--- config.mk ---
export PLATFORM = sky130hd
export DESIGN_NAME = pool2x2_gen
export DESIGN_NICKNAME = d
export VERILOG_FILES = /design/src/rtl/pool_pkg.sv /design/src/rtl/pool_reducer.sv /design/src/rtl/pool2x2_gen.sv
export SDC_FILE = /design/constraint.sdc
export NUM_CORES = 1
export LEC_CHECK = 0
export CELL_PAD_IN_SITES_DETAIL_PLACEMENT = 1
export CELL_PAD_IN_SITES_GLOBAL_PLACEMENT = 1
export CORE_UTILIZATION = 42
export CTS_CLUSTER_SIZE = 12
export DETAILED_ROUTE_END_ITERATION = 6
export PLACE_DENSITY_LB_ADDON = 0.1
export SYNTH_ARGS = -nofsm -noshare
export SYNTH_HDL_FRONTEND = slang
export SYNTH_SLANG_ARGS = --single-unit
--- constraint.sdc ---
create_clock -name CLK -period 4.7 [get_ports CLK]
set_clock_uncertainty 0.2 [all_clocks]
set_input_delay 1.175 -clock CLK [delete_from_list [all_inputs] [get_ports CLK]]
set_output_delay 1.175 -clock CLK [all_outputs]
set_load 0.1 [all_outputs]
--- src/rtl/pool_pkg.sv ---
// rtl/pool_pkg.sv - shared encodings and helpers for the 2x2 grid reduction engine
package pool_pkg;

    localparam logic [1:0] POOL_SUM = 2'd0;
    localparam logic [1:0] POOL_AVG = 2'd1;
    localparam logic [1:0] POOL_MAX = 2'd2;
    localparam logic [1:0] POOL_MIN = 2'd3;

    typedef enum logic [1:0] {
        ST_IDLE  = 2'd0,
        ST_READ  = 2'd1,
        ST_DRAIN = 2'd2
    } pool_state_e;

    // Two guard bits hold the exact sum of four samples.
    function automatic int acc_width(input int dw);
        return dw + 2;
    endfunction

endpackage

--- src/rtl/pool_reducer.sv ---
// rtl/pool_reducer.sv - combinational combine/compare/round step for one quad sample
module pool_reducer
    import pool_pkg::*;
#(
    parameter int DW     = 8,
    parameter bit SIGNED = 1'b0
) (
    input  logic [1:0]    mode,
    input  logic          first,
    input  logic [DW+1:0] acc_in,
    input  logic [DW-1:0] sample,
    output logic [DW+1:0] acc_out,
    output logic [DW+1:0] result
);

    localparam int AW = acc_width(DW);

    logic          fill;
    logic          rfill;
    logic          gt;
    logic          lt;
    logic [AW-1:0] ext;
    logic [AW-1:0] sum;
    logic [AW-1:0] rnd;

    assign fill = SIGNED ? sample[DW-1] : 1'b0;
    assign ext  = {{2{fill}}, sample};
    assign sum  = acc_in + ext;
    assign gt   = SIGNED ? ($signed(ext) > $signed(acc_in)) : (ext > acc_in);
    assign lt   = SIGNED ? ($signed(ext) < $signed(acc_in)) : (ext < acc_in);

    always_comb begin
        acc_out = acc_in;
        if (first) begin
            acc_out = ext;
        end else begin
            case (mode)
                POOL_SUM, POOL_AVG: acc_out = sum;
                POOL_MAX:           acc_out = gt ? ext : acc_in;
                default:            acc_out = lt ? ext : acc_in;
            endcase
        end
    end

    // Shift in the sign bit by hand so halves always round toward +inf.
    assign rnd    = acc_out + AW'(2);
    assign rfill  = SIGNED ? rnd[AW-1] : 1'b0;
    assign result = (mode == POOL_AVG) ? {{2{rfill}}, rnd[AW-1:2]} : acc_out;

endmodule

--- src/rtl/pool2x2_gen.sv ---
// rtl/pool2x2_gen.sv - 2x2 quad reduction engine: scan FSM, addressing and read-latency pipe
module pool2x2_gen
    import pool_pkg::*;
#(
    parameter int LOG_N  = 3,
    parameter int DW     = 8,
    parameter bit SIGNED = 1'b0
) (
    input  logic                     CLK,
    input  logic                     RST,
    input  logic                     start,
    input  logic [1:0]               mode,
    output logic                     rd_en,
    output logic [2*LOG_N-1:0]       rd_addr,
    input  logic [DW-1:0]            rd_data,
    output logic                     wr_en,
    output logic [2*(LOG_N-1)-1:0]   wr_addr,
    output logic [DW+1:0]            wr_data,
    output logic                     busy,
    output logic                     done
);

    localparam int AW  = acc_width(DW);
    localparam int CW  = 2 * LOG_N;
    localparam int H   = LOG_N - 1;

    pool_state_e   state;
    logic [1:0]    mode_r;
    logic [CW-1:0] cnt;
    logic [CW-1:0] cnt_d;
    logic          vld_d;
    logic [AW-1:0] acc;
    logic [AW-1:0] acc_nxt;
    logic [AW-1:0] red_result;

    // Scan index is {oy, ox, dy, dx}; the RAM wants {row, col} = {oy, dy, ox, dx}.
    function automatic logic [CW-1:0] scan_addr(input logic [CW-1:0] k);
        return {k[CW-1:H+2], k[1], k[H+1:2], k[0]};
    endfunction

    pool_reducer #(
        .DW     (DW),
        .SIGNED (SIGNED)
    ) u_reducer (
        .mode    (mode_r),
        .first   (cnt_d[1:0] == 2'd0),
        .acc_in  (acc),
        .sample  (rd_data),
        .acc_out (acc_nxt),
        .result  (red_result)
    );

    assign busy = (state != ST_IDLE);

    always_ff @(posedge CLK) begin
        if (RST) begin
            state   <= ST_IDLE;
            mode_r  <= POOL_SUM;
            cnt     <= '0;
            cnt_d   <= '0;
            vld_d   <= 1'b0;
            acc     <= '0;
            rd_en   <= 1'b0;
            rd_addr <= '0;
            wr_en   <= 1'b0;
            wr_addr <= '0;
            wr_data <= '0;
            done    <= 1'b0;
        end else begin
            // rd_data arrives one cycle after the strobe; cnt_d tags it.
            vld_d <= rd_en;
            cnt_d <= cnt;
            wr_en <= 1'b0;
            done  <= 1'b0;

            if (vld_d) begin
                acc <= acc_nxt;
                if (cnt_d[1:0] == 2'd3) begin
                    wr_en   <= 1'b1;
                    wr_addr <= cnt_d[CW-1:2];
                    wr_data <= red_result;
                    done    <= &cnt_d;
                end
            end

            case (state)
                ST_IDLE: begin
                    if (start) begin
                        state   <= ST_READ;
                        mode_r  <= mode;
                        cnt     <= '0;
                        rd_en   <= 1'b1;
                        rd_addr <= '0;
                    end
                end
                ST_READ: begin
                    if (&cnt) begin
                        rd_en <= 1'b0;
                        state <= ST_DRAIN;
                    end else begin
                        cnt     <= cnt + CW'(1);
                        rd_addr <= scan_addr(cnt + CW'(1));
                    end
                end
                ST_DRAIN: begin
                    if (done) begin
                        state <= ST_IDLE;
                    end
                end
                default: state <= ST_IDLE;
            endcase
        end
    end

endmodule

* Yosys cells after proc, flatten, opt, wreduce, memory -nomap -nowiden
Index checks and enable logic that the tools add are counted.
Cells by class: $add $sub $neg 3, magnitude comparators 2, equality and inequality tests 9, mux-type cells 18, bitwise operators 2, reduce and logical (&&, ||, !) cells 15
Operator list (number):
- 10-bit 2-to-1 mux | 4
- 6-bit one-hot mux with 2 select lines | 2
- 10-bit one-hot mux with 2 select lines | 1
- 6-bit 2-to-1 mux | 3
- 6-bit AND reduction | 2
- 10-bit by 2-bit adder with 10-bit output (second input constant) | 1
- 10-bit by 8-bit adder with 10-bit output | 1
- 8-bit by 10-bit greater-than comparator with 1-bit output | 1
- 8-bit by 10-bit less-than comparator with 1-bit output | 1
- 3-bit AND reduction | 3
- 2-bit != test (second input constant) | 4
- 6-bit by 1-bit adder with 6-bit output (second input constant) | 1
- 2-bit == test (second input constant) | 3
- 2-bit logical NOT | 3
- 2-bit 2-to-1 mux | 3
- 2-bit one-hot mux with 3 select lines | 1
- 2-bit by 1-bit == test with 1-bit output (second input constant) | 2
- 2-bit AND reduction | 2
- 2-bit nonzero test | 2
- 2-bit OR reduction | 2
- 1-bit 2-to-1 mux | 3
- 3-bit OR reduction | 1
- 1-bit NOT | 2
- 1-bit one-hot mux with 2 select lines | 1
Storage, ports and cells: flip-flop bits (word level) 50, bits of input ports 13, output and inout port bits 24, logic and storage cells 61

* Longest topological paths before layout
Gate-level depths: netlist (run 1).
depth in word-level cells 6, gate-level depth with buffers 14

* Cells and area by module
From an unflattened synthesis (run 1), not the netlist that was laid out.
Unflattened totals: cells, all modules 394, area total of the unflattened synthesis 3124.2 um^2
By module, submodules not included:
- pool2x2_gen | instances 1, cells an instance 176, area an instance 1621.6 um^2
- pool_reducer | instances 1, cells an instance 218, area an instance 1502.7 um^2

* Least setup slack after synthesis (run 1)
OpenSTA, ideal clock, no wires.
path type input port to flip-flop, start input port rd_data[3], end register wr_data[7], library setup time 0.080 ns, data arrival time 4.000 ns, slack 0.420 ns, stages 12, cell sequence ha_1 a211oi_2 o21ai_0 o31ai_2 nand2_1 a41o_1 a21oi_2 ha_1 and2_4 nand4_2 or4_1 o211ai_1
Between the ends: word-level cells in the longest chain between the ends 6, elaborated cells on any way between the ends 9
RTL lines:
- start: declaration | RTL line pool2x2_gen.sv:15 | input logic [DW-1:0] rd_data,
- 8-bit by 10-bit less-than comparator with 1-bit output or 8-bit by 10-bit greater-than comparator with 1-bit output (tied branches) | RTL line pool_reducer.sv:30, pool_reducer.sv:29
- 10-bit 2-to-1 mux, on equally long branches | RTL line pool_reducer.sv:40, pool_reducer.sv:39
- 10-bit one-hot mux with 2 select lines (*) | RTL line pool_reducer.sv:37 | case (mode)
- 10-bit 2-to-1 mux (*) | RTL line pool_reducer.sv:34 | if (first) begin
- via acc_nxt[2] | RTL line pool2x2_gen.sv:33 | logic [AW-1:0] acc_nxt;
- 10-bit by 2-bit adder with 10-bit output (*) | RTL line pool_reducer.sv:46 | assign rnd = acc_out + AW'(2);
- 10-bit 2-to-1 mux (*) | RTL line pool_reducer.sv:48 | assign result = (mode == POOL_AVG) ? {{2{rfill}}, rnd[AW-1:2]} : acc_out;
- end signal: assignment | RTL line pool2x2_gen.sv:81 | wr_data <= red_result;
- end: declaration | RTL line pool2x2_gen.sv:18 | output logic [DW+1:0] wr_data,
Mark *: on every way through the listed nets, which the timed path passes. The rest lies on a longest branch. A chain may end at the register's enable or synchronous reset.

* Final worst setup path (run 1)
start input port rd_data[4], end register wr_data[7]
Same word-level chain as after synthesis.

==> metrics.md, run 1 <==
| Metric | Value |
|---|---|
| Setup crit start kind | `input pin` |
| Final hold violation count | `0` |
| Critical path required time | `4720 ps` |
| Final-report setup violation count | `0` |
| Full die area | `7279 sq um` |
| R2r setup slk | `1020 ps` |
| GP Congestion | `0.8265` |
| Relative slew slack | `0.3427` |
| RSZ-0062 raised after global routing | `no` |
| Grt total ovfl | `0` |
| # fillers | `818` |
| IO buf count | `36` |
| Arrival time worst endpoint | `4510 ps` |
| MaxCap Viol Count | `0` |
| Latest clock arrival within the worst-skew pair | `300 ps` |
| Placeable Area | `6531 sq um` |
| Pre-CTS setup slack | `-92.32 ps` |
| Top-count cell post-synth | `dfxtp_1` |
| Setup slack after layout | `211.9 ps` |
| Cell taking the most area after synthesis | `dfxtp_1` |
| Die Wd | `85.32 microns` |
| Layout cell share with drive strength beyond 1 | `0.1353` |
| Hold endpoint | `wr_addr[1]` |
| Drt first pass iters | `4` |
| Syn avg cell area | `8.166 sq um` |
| CTS Sinks | `44` |
| Wire per inst | `17.35 microns` |
| Status | `completed` |
| M3 GR Usage | `0.03599` |
| Post-synth top area share | `0.3021` |
| Fmax | `222.8 MHz` |
| Critical path, cell by cell | `clkdlybuf4s50_1 -> ha_1 -> o21ai_0 -> nor2_1 -> or4_4 -> a21oi_1 -> o21ai_0 -> nand2_1 -> ha_1 -> and2_4 -> nand4_2 -> or4_1 -> o211ai_1` |
| Synth unique cells | `60` |
| Clk root buf | `clkbuf_8` |
| Pins Over Slew Limit | `0` |
| Most used DFF post-synth | `dfxtp_1` |
| Hold depth | `2` |
| Final worst path period need | `4488 ps` |
| EDFF count, synth | `0` |
| Post-route DRC violation count | `0` |
| Cells after synthesis | `357` |
| Hpwl dp | `6562 microns` |
| Number of synthesized register bits | `44` |
| Met2 Use GR | `0.3915` |
| Worst-path clk slew | `80 ps` |
| 1st-iter DRT viols | `161` |
| Area growth syn-to-layout | `24.16%` |
| Peak supply drop | `0.2127 mV` |
| Worst Setup End Kind | `register` |
| Worst r2r path cells | `13` |
| Hold_sp | `wr_addr[1]` |
| Lkg Pwr | `1.339 nW` |
| GRT Overall Usage | `0.2447` |
| Cell area after synthesis | `2915 sq um` |
| Vias per std cell | `5.723` |
| R2R Path End | `wr_data[7]` |
| Area contributors post-synth | `dfxtp_1, ha_1, nor2_1, mux2i_1, nand2_1` |
| CTS tree | `built` |
| Type of the worst setup path | `input pin to register` |
| Deepest clock path buffer count | `2` |
| Largest stage delay on the critical path | `570 ps` |
| Sequential area share after synthesis | `0.3021` |
| Initial Utilization | `0.4464` |
| Post-synth top cells | `dfxtp_1, nor2_1, nand2_1, a21oi_1` |
| Critical path's slowest cell | `or4_4` |
| Busiest grt layer | `met2` |
| Post-DRT Antenna Nets | `0` |
| Vias | `2810` |
| Die height | `85.32 microns` |
| Hold/Removal Path Class | `register to register` |
| Power Dens Cells | `253.2 nW/um^2` |
| Ys Warns | `0` |
| I/O pin count | `37` |
| Final nets | `445` |
| TritonCTS Buffers | `5` |
| Smallest hold slack | `259.5 ps` |
| Ant. Diodes | `0` |
| Final period utilization | `0.9549` |
| Post-synth net total | `389` |
| Row cnt | `29` |
| Worst r2r src | `acc[4]` |
| Initial antenna violation count | `0` |
| CP Max Fanout | `7` |
| Largest net degree at the start of global routing | `43` |
| Global-route wire length before repair | `14200 microns` |
| Measured slew at the worst slew-check pin | `982.9 ps` |
| Total Routed Length | `8521 microns` |
| H-Tree Level Count | `2` |
| Async S/R FF share, synth | `0` |
| Vias in the first global route | `2853` |
| GRT met1 Usage | `0.3518` |
kinds of logic (layout without fill, tap and decap cells):
logic type	Yosys count	in the layout	synth area share
buffers and inverters	34	91	0.05580
and+or+nand+nor	149	149	0.2644
muxes	15	15	0.05279
DFF	44	44	0.3021
xor gates and xnor gates	10	10	0.03004
adders and majority gates	19	19	0.08412
AOI/OAI and AO/OA	86	86	0.2107
sequential cells by signal (all words and copies together), names as in the netlist:
register,flops
acc,10
wr_data,10
cnt_d,6
rd_addr,6
wr_addr,4
mode_r,2
state,2
done,1
rd_en,1
vld_d,1
wr_en,1
placed cells by master (no fill, tap or decap), types with 2 or more instances in the layout:
cell | Yosys | routed
buf_4 | 0 | 29
mux2i_1 | 12 | 12
nand4_1 | 6 | 6
clkbuf_8 | 2 | 6
a221oi_1 | 2 | 2
o22ai_1 | 2 | 2
inv_1 | 18 | 18
o21a_1 | 5 | 5
nand2b_1 | 6 | 6
nor2b_1 | 15 | 15
ha_1 | 18 | 18
and3_1 | 3 | 3
nand2_1 | 27 | 27
a31oi_1 | 7 | 7
mux2_2 | 3 | 3
o211ai_1 | 8 | 8
xor2_1 | 7 | 7
a211oi_1 | 5 | 5
or2_2 | 3 | 3
dfxtp_1 | 44 | 44
a21oi_2 | 1 | 2
nor3_1 | 12 | 12
nor3b_1 | 4 | 4
nand3b_1 | 3 | 3
o21bai_1 | 3 | 3
a22oi_1 | 6 | 6
nand3_1 | 12 | 12
clkdlybuf4s50_1 | 0 | 36
or4_1 | 3 | 3
a211o_1 | 2 | 2
or3_1 | 5 | 5
o21ai_0 | 11 | 11
nor4_1 | 3 | 3
a21oi_1 | 20 | 19
nor2_1 | 40 | 40
xnor2_1 | 3 | 3
layer usage:
layer / share of wire / vias up
met1: 0.49 / 1360
met5: 0 / -
li1: - / 1396
met2: 0.46 / 47
met3: 0.040 / 7
met4: 0.0065 / 0
power by group:
group	switching [mW]	internal (mW)	total [mW]	leakage, nW
clock network	0.133	0.174	0.307	0.0614
registers	0.0148	0.381	0.395	0.357
logic	0.121	0.0927	0.214	0.921
total	0.269	0.647	0.916	1.34
layout make-up:
cell class | instances | area [sq um] | share of cell area
multi-input cells | 279 | 1876 | 0.5181
flip-flops and latches | 44 | 880.8 | 0.2433
repair buffers | 65 | 578.1 | 0.1597
well taps | 77 | 96.34 | 0.02662
clock buffers | 6 | 82.58 | 0.02281
inverters | 18 | 67.56 | 0.01867
clock inverters | 2 | 38.79 | 0.01072
metrics by stage:
stage	TNS, ps	cell area [sq um]	instances	total power [mW]	utilization
floorplan	0	2915	357	0.5399	-
global placement	0	3495	483	0.6101	0.5351
detailed placement	-162.3	3495	483	0.6148	0.5351
CTS	0	3616	491	0.9225	0.5536
global route	0	3620	491	0.9633	0.5542
finish	0	3620	491	0.9165	0.5542
worst max-delay path, delay by kind of cell:
kind            cells  cell delay [ps]
simple gates        6             1560
compound gates      4              790
fa+ha+maj           2              550
buf+inv             1              430
how the worst max path moves through the flow:
| stage | from | to | slack, ps | cells past startpoint |
|---|---|---|---|---|
| 6_report | rd_data[4] | wr_data[7] | 210 | 13 |
| 5_1_grt | rd_data[3] | wr_data[7] | 7 | 13 |
| 4_1_cts | rd_data[0] | wr_data[7] | 200 | 14 |
| 3_5_place_dp | rd_data[0] | wr_data[7] | -90 | 14 |
| 3_3_place_gp | rd_data[0] | wr_data[7] | 10 | 14 |
| 2_1_floorplan | rd_data[3] | wr_data[7] | 420 | 12 |
repair_timing:
action | in CTS | in global routing
resized for setup | 0 | 1
endpoints found under the hold margin | 0 | 0
hold buffers | 0 | 0
setup buffers | 0 | 0
setup endpoints to repair | 0 | 1
(Power assumes the default switching activity.)
==> run 2: changes to the inputs <==
--- a/config.mk
+++ b/config.mk
@@ -7,7 +7,8 @@
 export LEC_CHECK = 0
 export CELL_PAD_IN_SITES_DETAIL_PLACEMENT = 1
 export CELL_PAD_IN_SITES_GLOBAL_PLACEMENT = 1
-export CORE_UTILIZATION = 42
+export CORE_MARGIN = 2
+export CORE_UTILIZATION = 38
 export CTS_CLUSTER_SIZE = 12
 export DETAILED_ROUTE_END_ITERATION = 6
 export PLACE_DENSITY_LB_ADDON = 0.1
==> constraint.sdc (replaced) <==
create_clock -name CLK -period 3.7 [get_ports CLK]
set_clock_uncertainty 0.2 [all_clocks]
set_input_delay 0.925 -clock CLK [delete_from_list [all_inputs] [get_ports CLK]]
set_output_delay 0.925 -clock CLK [all_outputs]
set_load 0.1 [all_outputs]
==> run 2 against run 1 <==
  * Die area grew 15%
  * Clock power hardly changed
  * Hold slack about the same
  * Largest power group unchanged
==> metrics.md, run 2 (same netlist as run 1, synthesis figures left out) <==
| Metric | Value |
|---|---|
| Drt first pass iters | `4 (unchanged)` |
| Final hold violation count | `0 (unchanged)` |
| I/O pin count | `37 (unchanged)` |
| Hold depth | `2 (unchanged)` |
| CP Max Fanout | `4 (-3)` |
| Hpwl dp | `7229 microns (+10%)` |
| Deepest clock path buffer count | `2 (unchanged)` |
| Critical path, cell by cell | `dlygate4sd2_1 -> ha_4 -> nand4_1 -> a21oi_4 -> nor4_2 -> or3_1 -> a41o_1 -> a21oi_2 -> ha_2 -> and2_4 -> nand4_4 -> or4_1 -> o211ai_1` |
| Initial antenna violation count | `0 (unchanged)` |
| H-Tree Level Count | `2 (unchanged)` |
| Post-DRT Antenna Nets | `0 (unchanged)` |
| Post-route DRC violation count | `0 (unchanged)` |
| Die Wd | `91.59 microns (+7.4%)` |
| Pins Over Slew Limit | `0 (unchanged)` |
| GP Congestion | `0.8586 (+3.9%)` |
| Final worst path period need | `3646 ps` |
| Peak supply drop | `0.2317 mV (+9.0%)` |
| Vias | `3040 (+8.2%)` |
| Final nets | `489 (+9.9%)` |
| Critical path required time | `3720 ps (-1000 ps)` |
| Critical path's slowest cell | `or4_1` |
| IO buf count | `36 (unchanged)` |
| Placeable Area | `7331 sq um (+12%)` |
| Layout cell share with drive strength beyond 1 | `0.3690 (+0.2337)` |
| Area growth syn-to-layout | `41.80%` |
| Latest clock arrival within the worst-skew pair | `300 ps (about the same)` |
| Grt total ovfl | `0 (unchanged)` |
| Vias per std cell | `5.458 (-4.6%)` |
| Sequential cell area | `880.8 sq um (unchanged)` |
| Hold_buf cts | `0 (unchanged)` |
| Relative slew slack | `0.5397 (+0.1970)` |
| Measured slew at the worst slew-check pin | `689.5 ps (-293.4 ps)` |
| Wire per inst | `17.73 microns (+2.2%)` |
| MaxCap Viol Count | `0 (unchanged)` |
| Row cnt | `31 (+6.9%)` |
| Smallest hold slack | `259.7 ps (+0.2010 ps)` |
| Busiest grt layer | `met2` |
| Total power | `1.190 mW (+30%)` |
| Hold/Removal Path Class | `register to register` |
| Largest regs | `acc (10), wr_data (10)` |
| Largest stage delay on the critical path | `410 ps (-160 ps)` |
| Power Dens Cells | `288.0 nW/um^2 (+14%)` |
| Worst-path clk slew | `80 ps (about the same)` |
| Clk root buf | `clkbuf_8` |
| GRT Overall Usage | `0.2305 (-0.01413)` |
| Vias in the first global route | `3142 (+10%)` |
| Commonest non-fill, non-tap cell in the layout | `buf_4` |
| # fillers | `884 (+8.1%)` |
| Arrival time worst endpoint | `3670 ps (-840 ps)` |
| Most frequent cells in the layout | `buf_4, dfxtp_1, nor2_1` |
| Multi-input gate area | `2157 sq um (+15%)` |
| Final period utilization | `0.9853` |
| CTS tree | `built` |
| Type of the worst setup path | `input pin to register` |
| Status | `completed` |
| Worst r2r path cells | `13 (unchanged)` |
| Setup TNS | `0 ps (unchanged)` |
| Setup crit start kind | `input pin` |
| Lkg Pwr | `1.625 nW (+21%)` |
| Final-report setup violation count | `0 (unchanged)` |
| Full die area | `8389 sq um (+15%)` |
| Largest net degree at the start of global routing | `42 (-2.3%)` |
| Met2 Use GR | `0.3915 (about the same)` |
| Fmax | `274.3 MHz` |
| CTS Sinks | `44 (unchanged)` |
| Ant. Diodes | `0 (unchanged)` |
| Total Routed Length | `9876 microns (+16%)` |
| TritonCTS Buffers | `5 (unchanged)` |
| Initial Utilization | `0.3977 (-0.04868)` |
| M3 GR Usage | `0.03320 (-0.002797)` |
| Final core utilization | `0.5639 (+0.009704)` |
| 1st-iter DRT viols | `155 (-3.7%)` |
| GRT met1 Usage | `0.3071 (-0.04475)` |
| Worst Setup End Kind | `register` |
| Die height | `91.59 microns (+7.4%)` |
| Global-route wire length before repair | `15770 microns (+11%)` |
[run 2: stage by stage]
step	setup slack (ps)	cells	area [sq um]
final	54.43	557	4134
after global routing	-24.62	557	4134
after CTS	4.947	548	4000
after detailed placement	-735.3	535	3787
after global placement	-705.6	535	3787
after floorplan	1.748	357	3015
[run 2: what timing repair did]
item                       4_1_cts  5_1_grt
gates resized for setup         36       28
buffers inserted                 5        9
setup endpoints to repair       12       10
pin swaps                       20       27
[run 2: cell type report]
type,count,share of cell area
repair buffers,109,0.1976
multi-input cells,279,0.5218
clock buffers,5,0.01665
flip-flops and latches,44,0.2131
well taps,99,0.02996
inverters,18,0.01634
clock inverters,3,0.004540
[run 2: final timing paths]
kind	from	to	slack, ps
max	rd_data[4]	wr_data[7]	50
min	wr_data[0]	wr_data[0]	260
max reg2reg	acc[3]	wr_data[7]	310
min reg2reg	wr_data[0]	wr_data[0]	260
[run 2: report_power, final]
| group | internal (mW) | total (mW) | switching, mW |
|---|---|---|---|
| Sequential | 0.484 | 0.497 | 0.0137 |
| Clock | 0.132 | 0.307 | 0.175 |
| Combinational | 0.182 | 0.386 | 0.205 |
[run 2: layer usage]
metal  vias up  wire length, microns
met1      1488                  4540
li1       1482                     -
met3        16                   349
met5         -                     0
met4         0                   189
met2        54                  4796
[run 2: worst max-delay path, delay by kind of cell]
kind	cells	cell delay, ps
and+or+nand+nor	6	1260
AOI/OAI and AO/OA	4	710
adders and majority gates	2	500
buffers and inverters	1	260
